`src/rtl/node_injector.sv`:
```
// Local-port injector: buffers {dest, data} words in a FIFO and presents them to the router
// through a registered valid/ready stage with a sticky stall watchdog. Optional tx counter: NODE_INJ_STATS_EN.
module node_injector #(
  parameter int NET_WIDTH    = 4,
  parameter int DATA_WIDTH   = 128,
  parameter int STREAM_WIDTH = DATA_WIDTH + NET_WIDTH,
  parameter int DEPTH        = 4,
  parameter int STALL_LIMIT  = 255,
  parameter int CNT_W        = $clog2(DEPTH) + 1,
  parameter int STALL_W      = 8
) (
  input  logic                    clk,
  input  logic                    rst,
  input  logic                    req_valid,
  output logic                    req_ready,
  input  logic [NET_WIDTH-1:0]    req_dest,
  input  logic [DATA_WIDTH-1:0]   req_data,
  output logic [STREAM_WIDTH-1:0] out_stream,
  output logic                    out_valid,
  input  logic                    out_ready,
  output logic [CNT_W-1:0]        level,
  output logic                    stall_err,
  output logic [31:0]             tx_count
);

  localparam int AW = $clog2(DEPTH);
  localparam logic [STALL_W-1:0] STALL_MAX = {STALL_W{1'b1}};

  typedef enum logic {S_EMPTY = 1'b0, S_PRESENT = 1'b1} state_t;

  logic [STREAM_WIDTH-1:0] r_mem [DEPTH];
  logic [AW-1:0]           r_wr_ptr;
  logic [AW-1:0]           r_rd_ptr;
  logic [CNT_W-1:0]        r_level;
  logic [CNT_W-1:0]        w_level_next;
  logic                    r_req_ready;
  state_t                  r_state;
  state_t                  w_state_next;
  logic [STREAM_WIDTH-1:0] r_out_stream;
  logic [STALL_W-1:0]      r_stall_cnt;
  logic [STALL_W-1:0]      w_stall_cnt_next;
  logic                    r_stall_err;
  logic                    w_out_valid;
  logic                    w_push;
  logic                    w_pop;
  logic                    w_handshake;

  assign w_push      = req_valid && r_req_ready;
  assign w_handshake = w_out_valid && out_ready;
  assign w_pop       = (r_level != '0) && (!w_out_valid || out_ready);

  always_comb begin
    w_level_next = r_level;
    case ({w_push, w_pop})
      2'b10:   w_level_next = r_level + 1'b1;
      2'b01:   w_level_next = r_level - 1'b1;
      default: w_level_next = r_level;
    endcase
  end

  always_ff @(posedge clk) begin
    if (w_push) begin
      r_mem[r_wr_ptr] <= {req_dest, req_data};
    end
  end

  // Ready is registered from the next level, so a pop while full frees space only next cycle.
  always_ff @(posedge clk or posedge rst) begin
    if (rst) begin
      r_wr_ptr    <= '0;
      r_rd_ptr    <= '0;
      r_level     <= '0;
      r_req_ready <= 1'b0;
    end else begin
      if (w_push) r_wr_ptr <= r_wr_ptr + 1'b1;
      if (w_pop)  r_rd_ptr <= r_rd_ptr + 1'b1;
      r_level     <= w_level_next;
      r_req_ready <= (w_level_next != CNT_W'(DEPTH));
    end
  end

  always_ff @(posedge clk or posedge rst) begin
    if (rst) begin
      r_state <= S_EMPTY;
    end else begin
      r_state <= w_state_next;
    end
  end

  always_comb begin
    w_state_next = r_state;
    case (r_state)
      S_EMPTY:   if (w_pop) w_state_next = S_PRESENT;
      S_PRESENT: if (out_ready && !w_pop) w_state_next = S_EMPTY;
      default:   w_state_next = S_EMPTY;
    endcase
  end

  always_comb begin
    w_out_valid = (r_state == S_PRESENT);
  end

  always_ff @(posedge clk or posedge rst) begin
    if (rst) begin
      r_out_stream <= '0;
    end else if (w_pop) begin
      r_out_stream <= r_mem[r_rd_ptr];
    end
  end

  always_comb begin
    w_stall_cnt_next = '0;
    if (w_out_valid && !out_ready) begin
      w_stall_cnt_next = (r_stall_cnt == STALL_MAX) ? r_stall_cnt : r_stall_cnt + 1'b1;
    end
  end

  always_ff @(posedge clk or posedge rst) begin
    if (rst) begin
      r_stall_cnt <= '0;
      r_stall_err <= 1'b0;
    end else begin
      r_stall_cnt <= w_stall_cnt_next;
      if (w_stall_cnt_next >= STALL_W'(STALL_LIMIT)) r_stall_err <= 1'b1;
    end
  end

`ifdef NODE_INJ_STATS_EN
  logic [31:0] r_tx_count;
  always_ff @(posedge clk or posedge rst) begin
    if (rst) begin
      r_tx_count <= '0;
    end else if (w_handshake) begin
      r_tx_count <= r_tx_count + 32'd1;
    end
  end
  assign tx_count = r_tx_count;
`else
  assign tx_count = 32'd0;
`endif

  assign req_ready  = r_req_ready;
  assign out_valid  = w_out_valid;
  assign out_stream = r_out_stream;
  assign level      = r_level;
  assign stall_err  = r_stall_err;

endmodule

```
`config.mk`:
```
export PLATFORM = sky130hd
export DESIGN_NAME = node_injector
export DESIGN_NICKNAME = d
export VERILOG_FILES = /design/src/rtl/node_injector.sv
export SDC_FILE = /design/constraint.sdc
export NUM_CORES = 1
export LEC_CHECK = 0
export BUFFER_PORTS_ARGS = -buffer_cell sky130_fd_sc_hd__buf_4
export CAP_MARGIN = 15
export CORE_MARGIN = 3
export CORE_UTILIZATION = 45
export CTS_CLUSTER_SIZE = 30
export DETAILED_ROUTE_END_ITERATION = 8
export SKIP_LAST_GASP = 1
export SYNTH_ARGS = -nofsm -noshare
export SYNTH_HDL_FRONTEND = slang
export SYNTH_SLANG_ARGS = --single-unit
```
`constraint.sdc`:
```
create_clock -name clk -period 5.9 [get_ports clk]
set_input_delay 0.295 -clock clk [delete_from_list [all_inputs] [get_ports clk]]
set_output_delay 0.295 -clock clk [all_outputs]
set_load 0.01 [all_outputs]
```
==> results of run 1 <==
[placed cells by master (no fill, tap or decap), types with 7 or more instances in the layout]
master / n
edfxtp_1: 528
buf_4: 277
dfrtp_1: 148
mux2_2: 133
dlygate4sd3_1: 133
mux4_2: 132
clkbuf_16: 73
conb_1: 32
clkbuf_1: 27
nor2_1: 10
clkinv_2: 10
inv_1: 9
clkbuf_8: 7
buf_12: 7
[stage by stage]
step                hold WS (ps)   util  total power, mW  cells
CTS                         72.2  0.576             15.9   2335
global placement             449  0.511             11.4   2071
global route                 116  0.576             16.4   2336
detailed placement           453  0.511             11.5   2071
floorplan                    394      -             9.82   1128
finish                       129  0.576             15.6   2336
[layer usage]
layer	global-route usage	up-vias	wire, um
met5	0	-	42
met3	0.0457	93	2640
met1	0.235	6352	21700
li1	-	5282	-
met2	0.302	267	26100
met4	0.0499	8	1220
[kinds of logic after synthesis]
logic type / Yosys count / share of synthesized area
AO/OA/AOI/OAI: 12 / 0.00389
flip-flops: 678 / 0.781
AND/OR/NAND/NOR: 35 / 0.00752
other: 1 / 0.000149
XOR/XNOR: 7 / 0.00244
buffers and inverters: 90 / 0.0227
multiplexers: 267 / 0.179
adder cells (fa/ha/maj): 7 / 0.00379
[flip-flops by register name (all words and copies together), names as in the netlist]
name,flops
out_stream,132
req_ready,1
r_wr_ptr,2
level,3
stall_err,1
r_stall_cnt,8
r_rd_ptr,2
out_valid,1
r_mem,528
[tightest hold or removal path, stage by stage]
cell and delay, ps:
buf_4 130, nand2_1 160, xnor2_1 80
[power by group through the flow]
stage               Clock (mW)  Sequential [mW]  Combinational, mW
finish                    4.22             6.96               4.40
global route              4.54             7.10               4.77
CTS                       4.35             6.98               4.54
detailed placement           0             7.07               4.45
global placement             0             7.01               4.41
floorplan                    0             7.18               2.64
[area by class of cell]
class | instances | area, sq um | share of cell area
Tap cell | 739 | 925 | 0.0294
Timing Repair Buffer | 417 | 3550 | 0.113
Multi-Input combinational cell | 360 | 5070 | 0.161
Inverter | 10 | 42.5 | 0.00135
Antenna cell | 1 | 2.50 | 0.0000796
Sequential cell | 678 | 19600 | 0.624
Clock buffer | 107 | 2020 | 0.0644
Clock inverter | 24 | 183 | 0.00581
[worst max-delay path by stage]
stage | startpoint | to | slack (ps) | depth (start not counted)
finish | level[0] | req_ready | 3180 | 10
detailed placement | level[0] | req_ready | 3070 | 10
floorplan | rst | level[0] | 1570 | 1
global route | r_rd_ptr[0] | out_stream[42] | 2970 | 3
CTS | level[0] | req_ready | 3080 | 10
global placement | level[0] | req_ready | 3130 | 10
[repair_timing]
| item | in CTS | in global routing |
|---|---|---|
| resized for setup | 0 | 0 |
| hold buffers | 133 | 0 |
| endpoints found under the hold margin | 584 | 0 |
==> results by group, run 1 <==
Status
  – Outcome: finished, final reports clean

Worst setup path
  – CP peak stage delay: 660 ps
  – Most frequent CP cell: xor2_1
  – Setup crit end kind: flip-flop
  – Crit Path Class: flip-flop to flip-flop
  – Worst R2R Path Depth: 10
  – Critical path fanouts, max: 135
  – Slowest cell on crit path: buf_12
  – Crit-path cells: nor3_2 > a21oi_4 > buf_12 > ha_1 > inv_1 > fa_1 > xor2_1 > nor2_1 > xor2_1 > nand2_1
  – Reg2reg start: level[0]
  – Reg2reg end: req_ready
  – Critical Path AT: 3180 ps
  – CP Buf/Inv Count: 2
  – Worst path top cell family by delay: buffers and inverters
  – Reg2Reg Setup Slack: 3180 ps
  – Worst endpoint required time: 6370 ps
  – Startpoint type of the worst setup path: flip-flop

Power
  – Part of the power in registers: 0.447
  – VDD IR-drop max: 0.563 mV
  – Net Sw Power: 4.33 mW
  – Internal: 11.2 mW
  – Lkg Pwr: 11.3 nW
  – Switching Share: 0.278
  – Comb power frac: 0.283
  – Power Density: 496 nW/um^2
  – Clk pwr share: 0.271

Die
  – Die area: 58,700 sq um
  – Core area: 54,600 sq um
  – Row count: 85
  – I/O Pins: 306
  – Chip height: 242 um
  – Die X: 242 um
  – Initial Util: 0.460

Run
  – Max cap viols: 0

STA
  – Final min period: 2720 ps
  – Final setup viols: 0
  – Max frequency: 0.368 GHz
  – RSZ-0062 raised after global routing: no
  – Final Cycle Share: 0.461
  – Final WS setup: 3180 ps
  – Max-slew headroom: 0.335
  – Measured slew at the worst slew-check pin: 997 ps
  – Sum of negative setup slack: 0 ps
  – Hold Violations, Final: 0
  – Max-slew violations: 0
  – Skew final: 19.4 ps

Clock tree
  – CTS Buffer Depth: 3
  – Clk slew on worst S/H paths: 60 ps
  – Root Buffer: clkbuf_16
  – Insertion delay to the later sink of the worst-skew pair: 600 ps
  – Num CTS Buffers: 71
  – H-tree levels: 3
  – Post-CTS Repair Setup Buffers: 0
  – # clock sinks: 678
  – CTS tree: yes

Place
  – Pre-CTS setup slack: 3070 ps
  – Cell Area, Placed: 27,900 sq um
  – Final Wtd Congestion: 0.709
  – Post-DP HPWL: 27,600 um
  – Buffers on Ports: 273

Final layout
  – Number of fill cells: 4,071
  – Nets: 1,681
  – Area growth syn-to-layout: 25.1%
  – Share of cells above drive strength 1: 0.412
  – Design Area, Final: 31,400 sq um

Synth
  – Synth area leaders: edfxtp_1 (63%), dfrtp_1 (15%), mux4_2 (12%)
  – Yosys reg bits: 678
  – Async S/R FF share, synth: 0.221
  – Primary FF master, synth: edfxtp_1
  – Sequential area share after synthesis: 0.781
  – Post-Synthesis Cells: 1,097
  – Syn_area_per_cell: 22.9 sq um
  – Synth unique cells: 38
  – Synth top cells by count: edfxtp_1 (528), dfrtp_1 (150), mux2_2 (133)
  – Mapped Area: 25,100 sq um
  – Post-synth top area share: 0.631
  – Synth area leader: edfxtp_1
  – Yosys Warn Count: 0
  – Top-count cell post-synth: edfxtp_1
  – Post-synth EDFFs: 528

GRT
  – Tot GR Track Use: 0.180
  – First-pass GRT wire length: 80,400 um
  – Vias in the first global route: 13,400
  – Initial antenna violation count: 5
  – Gr ovfl total: 0
  – Largest net degree at the start of global routing: 136

Route
  – DR pass1 iterations: 4
  – Vias: 12,000
  – DRT Wirelength: 51,700 um
  – Vias per cell: 5.14
  – Drt drc: 0
  – Remaining antenna violation count: 0
  – Drt initial violations: 579
  – DR WL/cell: 22.2 um

Worst hold path
  – Worst hold endpoint: r_wr_ptr[0]
  – Hold crit path type: input port to flip-flop
  – Hold path cells: 3
  – HP Start: req_valid
Note: power is estimated with default switching activity, not from simulation.
==> run 2, diff against run 1 <==
Clock period 5.9 ns to 2.6 ns, I/O delays scaled along.
==> results by group, run 2 (synthesized netlist as in run 1, its figures left out) <==
GRT
  – First-pass GRT wire length: 79,500 um (-1.1%)
  – Initial antenna violation count: 9 (+4)
  – Tot GR Track Use: 0.178 (-0.00226)
  – Gr ovfl total: 0 (unchanged)
  – Largest net degree at the start of global routing: 75 (-45%)
  – Vias in the first global route: 13,400 (+0.22%)

Final layout
  – Fin util: 0.584 (+0.00787)
  – Largest register FFs: 528 (unchanged)
  – Commonest non-fill, non-tap cell in the layout: edfxtp_1
  – Most frequent cells in the layout: edfxtp_1 (528), buf_4 (286), dfrtp_1 (148)
  – Reg with most FFs: r_mem
  – Number of fill cells: 4,054 (-0.42%)
  – Area growth syn-to-layout: 26.8%
  – Nets: 1,705 (+1.4%)
  – Share of cells above drive strength 1: 0.419 (+0.00784)

STA
  – Final Cycle Share: 0.759 (+0.298)
  – Final min period: 1970 ps (-745 ps)
  – Max-slew headroom: 0.514 (+0.179)
  – RSZ-0062 raised after global routing: no
  – Sum of negative setup slack: 0 ps (unchanged)
  – Skew final: 15.7 ps (-3.61 ps)
  – Max-slew violations: 0 (unchanged)
  – Final setup viols: 0 (unchanged)
  – Hold Violations, Final: 0 (unchanged)
  – Measured slew at the worst slew-check pin: 727 ps (-270 ps)
  – Max frequency: 0.507 GHz (+38%)

Power
  – Power Density: 1120 nW/um^2 (+130%)
  – VDD IR-drop max: 0.765 mV (+36%)
  – Final Power: 35.8 mW (+130%)
  – Lkg Pwr: 11.5 nW (+1.7%)

Die
  – I/O Pins: 306 (unchanged)
  – Chip height: 242 um (unchanged)
  – Core area: 54,600 sq um (unchanged)
  – Initial Util: 0.460 (unchanged)
  – Row count: 85 (unchanged)
  – Die area: 58,700 sq um (unchanged)
  – Die X: 242 um (unchanged)

Route
  – Vias: 12,100 (+0.57%)
  – Vias per cell: 5.10 (-0.74%)
  – DRT Wirelength: 51,200 um (-1.0%)
  – Drt drc: 0 (unchanged)
  – DR WL/cell: 21.6 um (-2.3%)
  – Remaining antenna violation count: 0 (unchanged)
  – DR pass1 iterations: 4 (unchanged)
  – Drt initial violations: 602 (+4.0%)

Clock tree
  – H-tree levels: 3 (unchanged)
  – CTS Buffer Depth: 3 (unchanged)
  – # clock sinks: 678 (unchanged)
  – Clk slew on worst S/H paths: 60 ps (about the same)
  – Insertion delay to the later sink of the worst-skew pair: 600 ps (about the same)
  – CTS tree: yes
  – Num CTS Buffers: 73 (+2.8%)
  – Root Buffer: clkbuf_16

Worst setup path
  – Slowest cell on crit path: dfrtp_1
  – Critical Path AT: 2440 ps (-740 ps)
  – Startpoint type of the worst setup path: flip-flop
  – CP peak stage delay: 430 ps (-230 ps)
  – Worst endpoint required time: 3070 ps (-3300 ps)
  – Critical path fanouts, max: 55 (-59%)
  – Crit-path cells: nor3_2 > a21oi_4 > buf_12 > buf_4 > nand2_1 > xnor2_1
  – Setup crit end kind: flip-flop
  – Crit Path Class: flip-flop to flip-flop

Run
  – Max cap viols: 0 (unchanged)

Worst hold path
  – Hold crit path type: input port to asynchronous set/reset pin

Place
  – Post-DP HPWL: 29,200 um (+5.8%)
  – Final Wtd Congestion: 0.711 (+0.28%)
  – Buffers on Ports: 273 (unchanged)

Status
  – Outcome: finished, final reports clean
run 2: per-layer routing:
metal  track usage  part of all wire  up-vias  wire length [um]
li1              -                 -     5326                 -
met1         0.222              0.40     6368             20600
met2         0.309              0.53      288             27000
met3        0.0434             0.049       85              2530
met4        0.0529             0.021        4              1060
met5             0           0.00045        -                23
run 2: worst paths after layout:
check / startpoint / end / slack, ps / cells past startpoint
min: rst / out_stream[84] / 250 / 3
max: level[0] / r_rd_ptr[1] / 630 / 6
min reg2reg: stall_err / stall_err / 460 / 2
min in group clk: req_data[73] / r_mem[1][73] / 280 / 2
max reg2reg: level[0] / r_rd_ptr[1] / 630 / 6
max in group asynchronous: rst / out_stream[28] / 1520 / 4
run 2: power by group:
| group | switching (mW) | leakage [nW] | internal [mW] |
|---|---|---|---|
| Sequential | 1.14 | 6.60 | 14.6 |
| Combinational | 4.72 | 3.82 | 5.49 |
| Clock | 4.06 | 1.12 | 5.79 |
| Total | 9.91 | 11.5 | 25.9 |
run 2: final cells by class:
class	count	area, sq um	area share
multi-input cells	360	5070	0.159
repair buffers	439	3860	0.121
diodes	7	17.5	0.000550
clock inverters	27	269	0.00845
flip-flops and latches	678	19600	0.616
well taps	739	925	0.0290
clock buffers	107	2050	0.0642
inverters	10	41.3	0.00130
run 2: worst max-delay path: cells and delay by family, from the launching register on:
kind,cells,cell delay (ps)
xor gates and xnor gates,1,280
buffers and inverters,2,710
AOI/OAI and AO/OA,1,160
and+or+nand+nor,2,230
DFF,1,430
run 2: per-stage QoR:
stage               instance area [sq um]  std cells  worst slack, ps  hold WS [ps]
floorplan                           25300       1128              255           229
global placement                    28200       2091              602           302
detailed placement                  28200       2091              547           293
CTS                                 31800       2360              511           203
global route                        31800       2366              483           242
finish                              31800       2367              627           248
run 2: what timing repair did:
item	4_1_cts	5_1_grt
hold endpoints to repair	556	0
gates resized for setup	0	0
hold buffers	135	0
setup buffers	0	0
